File: src/rtl/tick_gen_pkg.sv
// tick_gen_pkg: shared state type and default sizing for the tick generator.
// Build option TICK_GEN_SYNC_EN lengthens arming to fill the input synchronizer.
package tick_gen_pkg;

    typedef enum logic [1:0] {
        IDLE,
        ARM,
        RUN
    } tick_state_t;

    localparam int TG_WIDTH = 32;
    localparam int TG_SEL_W = 5;
    localparam int TG_CNT_W = 8;

`ifdef TICK_GEN_SYNC_EN
    localparam int ARM_CYCLES = 3;
`else
    localparam int ARM_CYCLES = 1;
`endif

endpackage

File: src/rtl/tick_gen_if.sv
// tick_gen_if: divider-facing inputs and enable-pulse outputs of tick_gen.
// master drives divider bus / controls, slave is the tick generator.
interface tick_gen_if
    import tick_gen_pkg::*;
#(
    parameter int WIDTH = TG_WIDTH,
    parameter int SEL_W = TG_SEL_W,
    parameter int CNT_W = TG_CNT_W
);
    logic [WIDTH-1:0] divided_clocks;
    logic [SEL_W-1:0] sel;
    logic             enable;
    logic [CNT_W-1:0] period;
    logic             tick;
    logic             strobe;
    logic [CNT_W-1:0] tick_count;
    logic             busy;

    modport master (
        output divided_clocks, sel, enable, period,
        input  tick, strobe, tick_count, busy
    );

    modport slave (
        input  divided_clocks, sel, enable, period,
        output tick, strobe, tick_count, busy
    );
endinterface

File: src/rtl/tick_gen_rise_detect.sv
// rise_detect: rising-edge detector with a preset (load) port.
// With TICK_GEN_SYNC_EN the input first passes a 2-flop synchronizer.
module rise_detect (
    input  logic i_clk,
    input  logic i_rst,
    input  logic i_bit,
    input  logic i_load,
    input  logic i_en,
    output logic o_rise
);
    logic r_prev;
    logic w_cur;

`ifdef TICK_GEN_SYNC_EN
    logic [1:0] r_sync;

    // two-stage synchronizer for a bit from a foreign clock domain
    always_ff @(posedge i_clk) begin
        if (i_rst) r_sync <= '0;
        else       r_sync <= {r_sync[0], i_bit};
    end

    assign w_cur = r_sync[1];
`else
    assign w_cur = i_bit;
`endif

    // previous-sample register; load presets it so an already-high bit is not an edge
    always_ff @(posedge i_clk) begin
        if (i_rst)                r_prev <= 1'b0;
        else if (i_load || i_en)  r_prev <= w_cur;
    end

    assign o_rise = i_en & w_cur & ~r_prev;
endmodule

File: src/rtl/tick_gen.sv
// tick_gen: turns rising edges of a selected divider bit into one-cycle tick
// enables, plus a strobe every `period` ticks with a running tick_count.
// Build option TICK_GEN_SYNC_EN adds a 2-flop synchronizer (+2 cycles latency).
module tick_gen
    import tick_gen_pkg::*;
#(
    parameter int WIDTH = TG_WIDTH,
    parameter int SEL_W = TG_SEL_W,
    parameter int CNT_W = TG_CNT_W
) (
    input logic       clock,
    input logic       reset,
    tick_gen_if.slave bus
);
    localparam logic [CNT_W-1:0] ONE = CNT_W'(1);

    tick_state_t      r_state, w_next;
    logic [SEL_W-1:0] r_sel_q, w_sel_nxt;
    logic [CNT_W-1:0] r_period_q, w_period_nxt;
    logic [CNT_W-1:0] r_count, w_count_nxt;
    logic             r_tick, w_tick_nxt;
    logic             r_strobe, w_strobe_nxt;
    logic             r_busy;
    logic [1:0]       r_arm_cnt;

    logic [SEL_W-1:0] w_sel_idx;
    logic             w_bit;
    logic             w_rise;
    logic [CNT_W-1:0] w_period_eff;

    // while arming, track the incoming sel so the detector presets from the new bit
    assign w_sel_idx    = (r_state == RUN) ? r_sel_q : bus.sel;
    assign w_bit        = bus.divided_clocks[w_sel_idx];
    assign w_period_eff = (bus.period == '0) ? ONE : bus.period;

    rise_detect u_rise (
        .i_clk  (clock),
        .i_rst  (reset),
        .i_bit  (w_bit),
        .i_load (r_state == ARM),
        .i_en   (r_state == RUN),
        .o_rise (w_rise)
    );

    // next-state and next-output decode; disable overrides every state
    always_comb begin
        w_next       = r_state;
        w_sel_nxt    = r_sel_q;
        w_period_nxt = r_period_q;
        w_count_nxt  = r_count;
        w_tick_nxt   = 1'b0;
        w_strobe_nxt = 1'b0;
        case (r_state)
            IDLE: begin
                w_count_nxt = '0;
                w_next      = ARM;
            end
            ARM: begin
                w_sel_nxt    = bus.sel;
                w_period_nxt = w_period_eff;
                w_count_nxt  = '0;
                if (r_arm_cnt == 2'(ARM_CYCLES - 1)) w_next = RUN;
            end
            RUN: begin
                if (bus.sel != r_sel_q) begin
                    w_next      = ARM;
                    w_count_nxt = '0;
                end else if (w_rise) begin
                    w_tick_nxt = 1'b1;
                    if (r_count == r_period_q - ONE) begin
                        w_count_nxt  = '0;
                        w_strobe_nxt = 1'b1;
                        w_period_nxt = w_period_eff;
                    end else begin
                        w_count_nxt = r_count + ONE;
                    end
                end
            end
            default: w_next = IDLE;
        endcase
        if (!bus.enable) begin
            w_next       = IDLE;
            w_count_nxt  = '0;
            w_tick_nxt   = 1'b0;
            w_strobe_nxt = 1'b0;
        end
    end

    // state, latched configuration and registered outputs
    always_ff @(posedge clock) begin
        if (reset) begin
            r_state    <= IDLE;
            r_sel_q    <= '0;
            r_period_q <= ONE;
            r_count    <= '0;
            r_tick     <= 1'b0;
            r_strobe   <= 1'b0;
            r_busy     <= 1'b0;
            r_arm_cnt  <= '0;
        end else begin
            r_state    <= w_next;
            r_sel_q    <= w_sel_nxt;
            r_period_q <= w_period_nxt;
            r_count    <= w_count_nxt;
            r_tick     <= w_tick_nxt;
            r_strobe   <= w_strobe_nxt;
            r_busy     <= (w_next != IDLE);
            r_arm_cnt  <= (r_state == ARM && w_next == ARM) ? r_arm_cnt + 2'd1 : 2'd0;
        end
    end

    assign bus.tick       = r_tick;
    assign bus.strobe     = r_strobe;
    assign bus.tick_count = r_count;
    assign bus.busy       = r_busy;
endmodule

File: src/flat_wrapper.sv
// flat-port wrapper written by rule: the top's interface ports become plain ports
module tick_gen_flat import tick_gen_pkg::*;
#(
    parameter int WIDTH = TG_WIDTH,
    parameter int SEL_W = TG_SEL_W,
    parameter int CNT_W = TG_CNT_W
)
  (clock, reset, bus_divided_clocks, bus_sel, bus_enable, bus_period, bus_tick, bus_strobe, bus_tick_count, bus_busy);
  tick_gen_if #(.WIDTH(WIDTH), .SEL_W(SEL_W), .CNT_W(CNT_W)) bus_i ();
  input logic clock;
  input logic reset;
  input wire logic [$bits(bus_i.divided_clocks)-1:0] bus_divided_clocks;
  input wire logic [$bits(bus_i.sel)-1:0] bus_sel;
  input wire logic [$bits(bus_i.enable)-1:0] bus_enable;
  input wire logic [$bits(bus_i.period)-1:0] bus_period;
  output wire logic [$bits(bus_i.tick)-1:0] bus_tick;
  output wire logic [$bits(bus_i.strobe)-1:0] bus_strobe;
  output wire logic [$bits(bus_i.tick_count)-1:0] bus_tick_count;
  output wire logic [$bits(bus_i.busy)-1:0] bus_busy;
  assign bus_i.divided_clocks = bus_divided_clocks;
  assign bus_i.sel = bus_sel;
  assign bus_i.enable = bus_enable;
  assign bus_i.period = bus_period;
  assign bus_tick = bus_i.tick;
  assign bus_strobe = bus_i.strobe;
  assign bus_tick_count = bus_i.tick_count;
  assign bus_busy = bus_i.busy;
  tick_gen #(.WIDTH(WIDTH), .SEL_W(SEL_W), .CNT_W(CNT_W)) u_core (.clock(clock), .reset(reset), .bus(bus_i));
endmodule
File: config.mk
export PLATFORM = sky130hd
export DESIGN_NAME = tick_gen_flat
export DESIGN_NICKNAME = d
export VERILOG_FILES = /design/src/rtl/tick_gen_pkg.sv /design/src/rtl/tick_gen_if.sv /design/src/rtl/tick_gen_rise_detect.sv /design/src/rtl/tick_gen.sv /design/src/flat_wrapper.sv
export SDC_FILE = /design/constraint.sdc
export NUM_CORES = 1
export LEC_CHECK = 0
export CAP_MARGIN = 20
export CELL_PAD_IN_SITES_DETAIL_PLACEMENT = 0
export CELL_PAD_IN_SITES_GLOBAL_PLACEMENT = 1
export CORE_ASPECT_RATIO = 1.5
export CORE_UTILIZATION = 42
export DETAILED_ROUTE_END_ITERATION = 6
export DONT_BUFFER_PORTS = 1
export GPL_TIMING_DRIVEN = 0
export MAX_ROUTING_LAYER = met4
export PLACE_DENSITY = 0.85
export SYNTH_ARGS = -nofsm -noshare
export SYNTH_HDL_FRONTEND = slang
export SYNTH_SLANG_ARGS = --single-unit
File: constraint.sdc
create_clock -name clock -period 2.8 [get_ports clock]
set_input_delay 0.84 -clock clock [delete_from_list [all_inputs] [get_ports clock]]
set_output_delay 0.84 -clock clock [all_outputs]
set_load 0.05 [all_outputs]
==> metrics.cfg, run 1 <==
[clock_network]
numCtsBuffers = 5
clk_root_buffer_cell = clkbuf_8
total_number_of_clock_tree_sinks = 29
clk_transition_reported_paths_ns = 0.07
clock_insertion_delay_worst_skew_ns = 0.28
cts_tree = built
postCtsHoldBufs = 0
ctsLongestPathBuffers = 2
htree_num_levels = 2

[cells_and_area]
syn2layout_area_growth_pct = 13.5
post_route_cells_drive_above_1_share_pct = 13.6
antenna_cells_inserted = 0
numnets_final = 356
layout.cell_area.non_filler_um2 = 2620
fillers = 525

[global_route]
first_global_vias = 2121
global_route.overflow_total = 0
grt_first_pass_wirelength_um = 9250
pin_count_of_the_biggest_net_entering_global_routing = 11
grt.total_usage_pct = 20.2
antenna_found_initial = 0

[setup_path]
critPathBufInv = 2
worst_path_dominant_cell_family = multiplexers
r2r.worst_path.cells = 11
crit_path_max_fanout = 8
slowest_cell_on_the_critical_path = a221o_1
timing.critical_path.arrival_ns = 2.88
worst_setup_path_end_kind = flip-flop
timing_worst_setup_path_type = flip-flop to flip-flop
cp-start-kind = flip-flop
critical_path.cell_chain = inv_2 -> ha_4 -> mux2i_4 -> mux2i_1 -> mux2_4 -> a221o_1 -> a21oi_4 -> o21ai_0 -> a21boi_0 -> buf_4 -> mux2i_1
timing.critical_path.required_ns = 3.01
path_common_cell = mux2i_1
critical_path_cell_count = 11
slowest_delay_ns = 0.33

[detailed_routing]
routed_length_per_instance_um = 15.1
vias = 2115
post-route-drc-count = 0
drt_first_pass_iters = 4
drt-total-wl_um = 5580
detailedRoute.firstIterationViolations = 104
antenna_violating_nets_post_route = 0
post_drt_via_cell_ratio = 5.72

[floorplanning]
design.die.area_um2 = 5800
die_height_um = 92.8
std_cell_rows = 32
starting_utilization_of_the_core_area_pct = 44.4
floorplan.die.width_um = 62.5
floorplan.io_pins = 59
coreArea_um2 = 5200

[place]
gp_congestion = 0.805
numPortBuffers = 0
placed_cell_area_um2 = 2400
place_ws_ns = -0.207
dp.final_hpwl_um = 4390

[yosys]
yosys_most_used_dff = dfxtp_1
syn_nets = 343
syn-instance-count = 288
synth.yosys.seq_area_share_pct = 25.1
synth-warning-count = 0
share_of_synthesized_flip_flops_with_an_asynchronous_set_or_reset_pct = 0
synth_edf_count = 0
synth_area_per_cell_um2 = 8.02
synth.distinct_cells = 54
syn_area_um2 = 2310
synth-seq-cells = 29

[worst_hold_path]
hold_path_class = flip-flop to flip-flop
worst_hold_path.num_cells = 2

[sta]
post-route-min-period_ns = 2.67
timing.final.ws_setup_ns = 0.134
slew_headroom_pct = 51.3
rsz0062_at_grt = false
final_min_period_over_clock_period_pct = 95.2
timing_hold_violations_final = 0
final_setup_viols = 0
worst_slew_pin_slew_ns = 0.729
skew_ns = 0.00418
hold-worst-slack_ns = 0.512
max_slew_violation_count = 0
timing.fmax_mhz = 375

[run_status]
outcome = finished clean

[pwr]
leakage_power_figure_nw = 0.927
power.ir.vdd_worst_mv = 0.241
power.density_cell_area_nw_per_um2 = 441

[job]
drv.max_cap_violation_count = 0

==> state kept, by name, summed over array words and instances, names as in the netlist <==
register and cells:
u_core.r_state 2, u_core.r_arm_cnt 2, u_core.bus.tick_count 8, u_core.bus.tick 1, u_core.r_period_q 8, u_core.bus.busy 1
u_core.u_rise.r_prev 1, u_core.r_sel_q 5, u_core.bus.strobe 1
==> where the power goes <==
| part | total, mW | switching, mW | internal, mW |
|---|---|---|---|
| sequential | 0.451 | 0.0240 | 0.427 |
| combinational | 0.246 | 0.128 | 0.118 |
| clock | 0.460 | 0.171 | 0.289 |
==> synthesized netlist by cell type (2+ instances only) <==
library cell	number	area share, %
mux2i_1	20	8.7
o22ai_1	12	3.3
clkbuf_1	7	1.1
o2111a_1	2	0.98
nand2b_1	20	5.4
buf_6	2	0.98
ha_1	7	3.8
o21ai_0	11	2.4
a31oi_1	4	1.1
xor2_1	5	1.9
and3_1	2	0.54
nor3b_1	5	1.6
o211ai_1	4	1.3
xnor2_1	11	4.2
a211oi_1	2	0.65
nand3_1	11	2.4
buf_2	2	0.43
nor2_1	18	2.9
a221oi_1	2	0.76
inv_1	13	2.1
or3_1	3	0.81
a22oi_1	2	0.65
o21a_1	3	0.98
dfxtp_1	29	25
nor4_1	3	0.81
a21oi_1	14	3.0
a21boi_0	2	0.65
buf_1	2	0.33
o2111ai_1	2	0.76
o31ai_1	2	0.65
nand2_1	10	1.6
nor2b_1	22	6.0
and2_1	2	0.54
or4_1	2	0.65
nor3_1	7	1.5
nand3b_1	4	1.3
or2_2	2	0.54
==> worst min-delay path, cell delays in order (launching register included) <==
cell and delay [ns]:
dfxtp_1 0.32, nand2b_1 0.08, mux2i_1 0.06
==> layout by cell type (no fill, tap or decap), drive strengths merged, types with 10 or more instances in the layout <==
master,count
o21ai,13
a21oi,15
nand3,11
dfxtp,29
nand2,10
o22ai,12
clkbuf,12
buf,13
nor2b,22
mux2i,21
nor2,18
inv,13
nand2b,20
xnor2,11
==> worst paths after layout <==
check / slack [ns] / end / from
setup reg to reg: 0.13 / u_core.r_period_q[1] / u_core.r_state[0]
hold / removal: 0.51 / u_core.r_period_q[7] / u_core.r_period_q[7]
hold reg to reg: 0.51 / u_core.r_period_q[7] / u_core.r_period_q[7]
setup / recovery: 0.13 / u_core.r_period_q[1] / u_core.r_state[0]
==> kinds of logic after synthesis <==
group | count (synthesis) | synth area share, %
compound gates | 72 | 21.2
xor+xnor | 16 | 6.07
mux | 23 | 10.8
flops | 29 | 25.1
simple gates | 115 | 28.0
buf+inv | 26 | 4.99
fa+ha+maj | 7 | 3.79
==> stage by stage <==
step           total power, mW  cells  TNS [ns]  util (%)
5_1_grt                   1.21    370         0      50.4
6_report                  1.16    370         0      50.4
3_3_place_gp             0.682    356     -2.07      46.1
2_1_floorplan            0.640    288         0         -
4_1_cts                   1.15    367  -0.00477      49.3
3_5_place_dp             0.684    356     -1.97      46.1
==> layer usage <==
metal	wire length, um	track usage (%)	up-vias	share of wire (%)
li1	-	-	1070	-
met1	2160	19.9	971	39
met4	119	8.72	0	2.1
met3	280	4.31	11	5.0
met5	0	-	-	0
met2	3010	37.6	63	54
==> repair_timing <==
item,4_1_cts,5_1_grt
buffers inserted,4,3
setup endpoints to repair,12,13
cloned,0,1
pin swaps,2,5
gates resized for setup,8,11
==> cell type report <==
type                    instances  area, um2  share of cell area (%)
flip-flops and latches         29        588                    22.4
plain buffers                  11       56.3                    2.15
multi-input cells             233       1670                    63.5
repair buffers                  8       57.6                    2.20
well taps                      68       85.1                    3.25
clock buffers                   6       82.6                    3.15
inverters                      13       48.8                    1.86
clock inverters                 2       37.5                    1.43
No activity file was read; power rests on OpenSTA's default activity.
==> run 2, diff against run 1 <==
--- a/config.mk
+++ b/config.mk
@@ -10,6 +10,7 @@
 export CELL_PAD_IN_SITES_GLOBAL_PLACEMENT = 1
 export CORE_ASPECT_RATIO = 1.5
 export CORE_UTILIZATION = 42
+export CTS_BUF_LIST = sky130_fd_sc_hd__clkbuf_8 sky130_fd_sc_hd__clkbuf_16
 export DETAILED_ROUTE_END_ITERATION = 6
 export DONT_BUFFER_PORTS = 1
 export GPL_TIMING_DRIVEN = 0
==> results of run 2 <==
Final layout, timing and power as in run 1 (identical DEF).
==> run 3, diff against run 2 <==
--- a/config.mk
+++ b/config.mk
@@ -13,6 +13,7 @@
 export CTS_BUF_LIST = sky130_fd_sc_hd__clkbuf_8 sky130_fd_sc_hd__clkbuf_16
 export DETAILED_ROUTE_END_ITERATION = 6
 export DONT_BUFFER_PORTS = 1
+export GPL_ROUTABILITY_DRIVEN = 0
 export GPL_TIMING_DRIVEN = 0
 export MAX_ROUTING_LAYER = met4
 export PLACE_DENSITY = 0.85
==> results of run 3 <==
Final layout, timing and power as in run 1 (identical DEF).
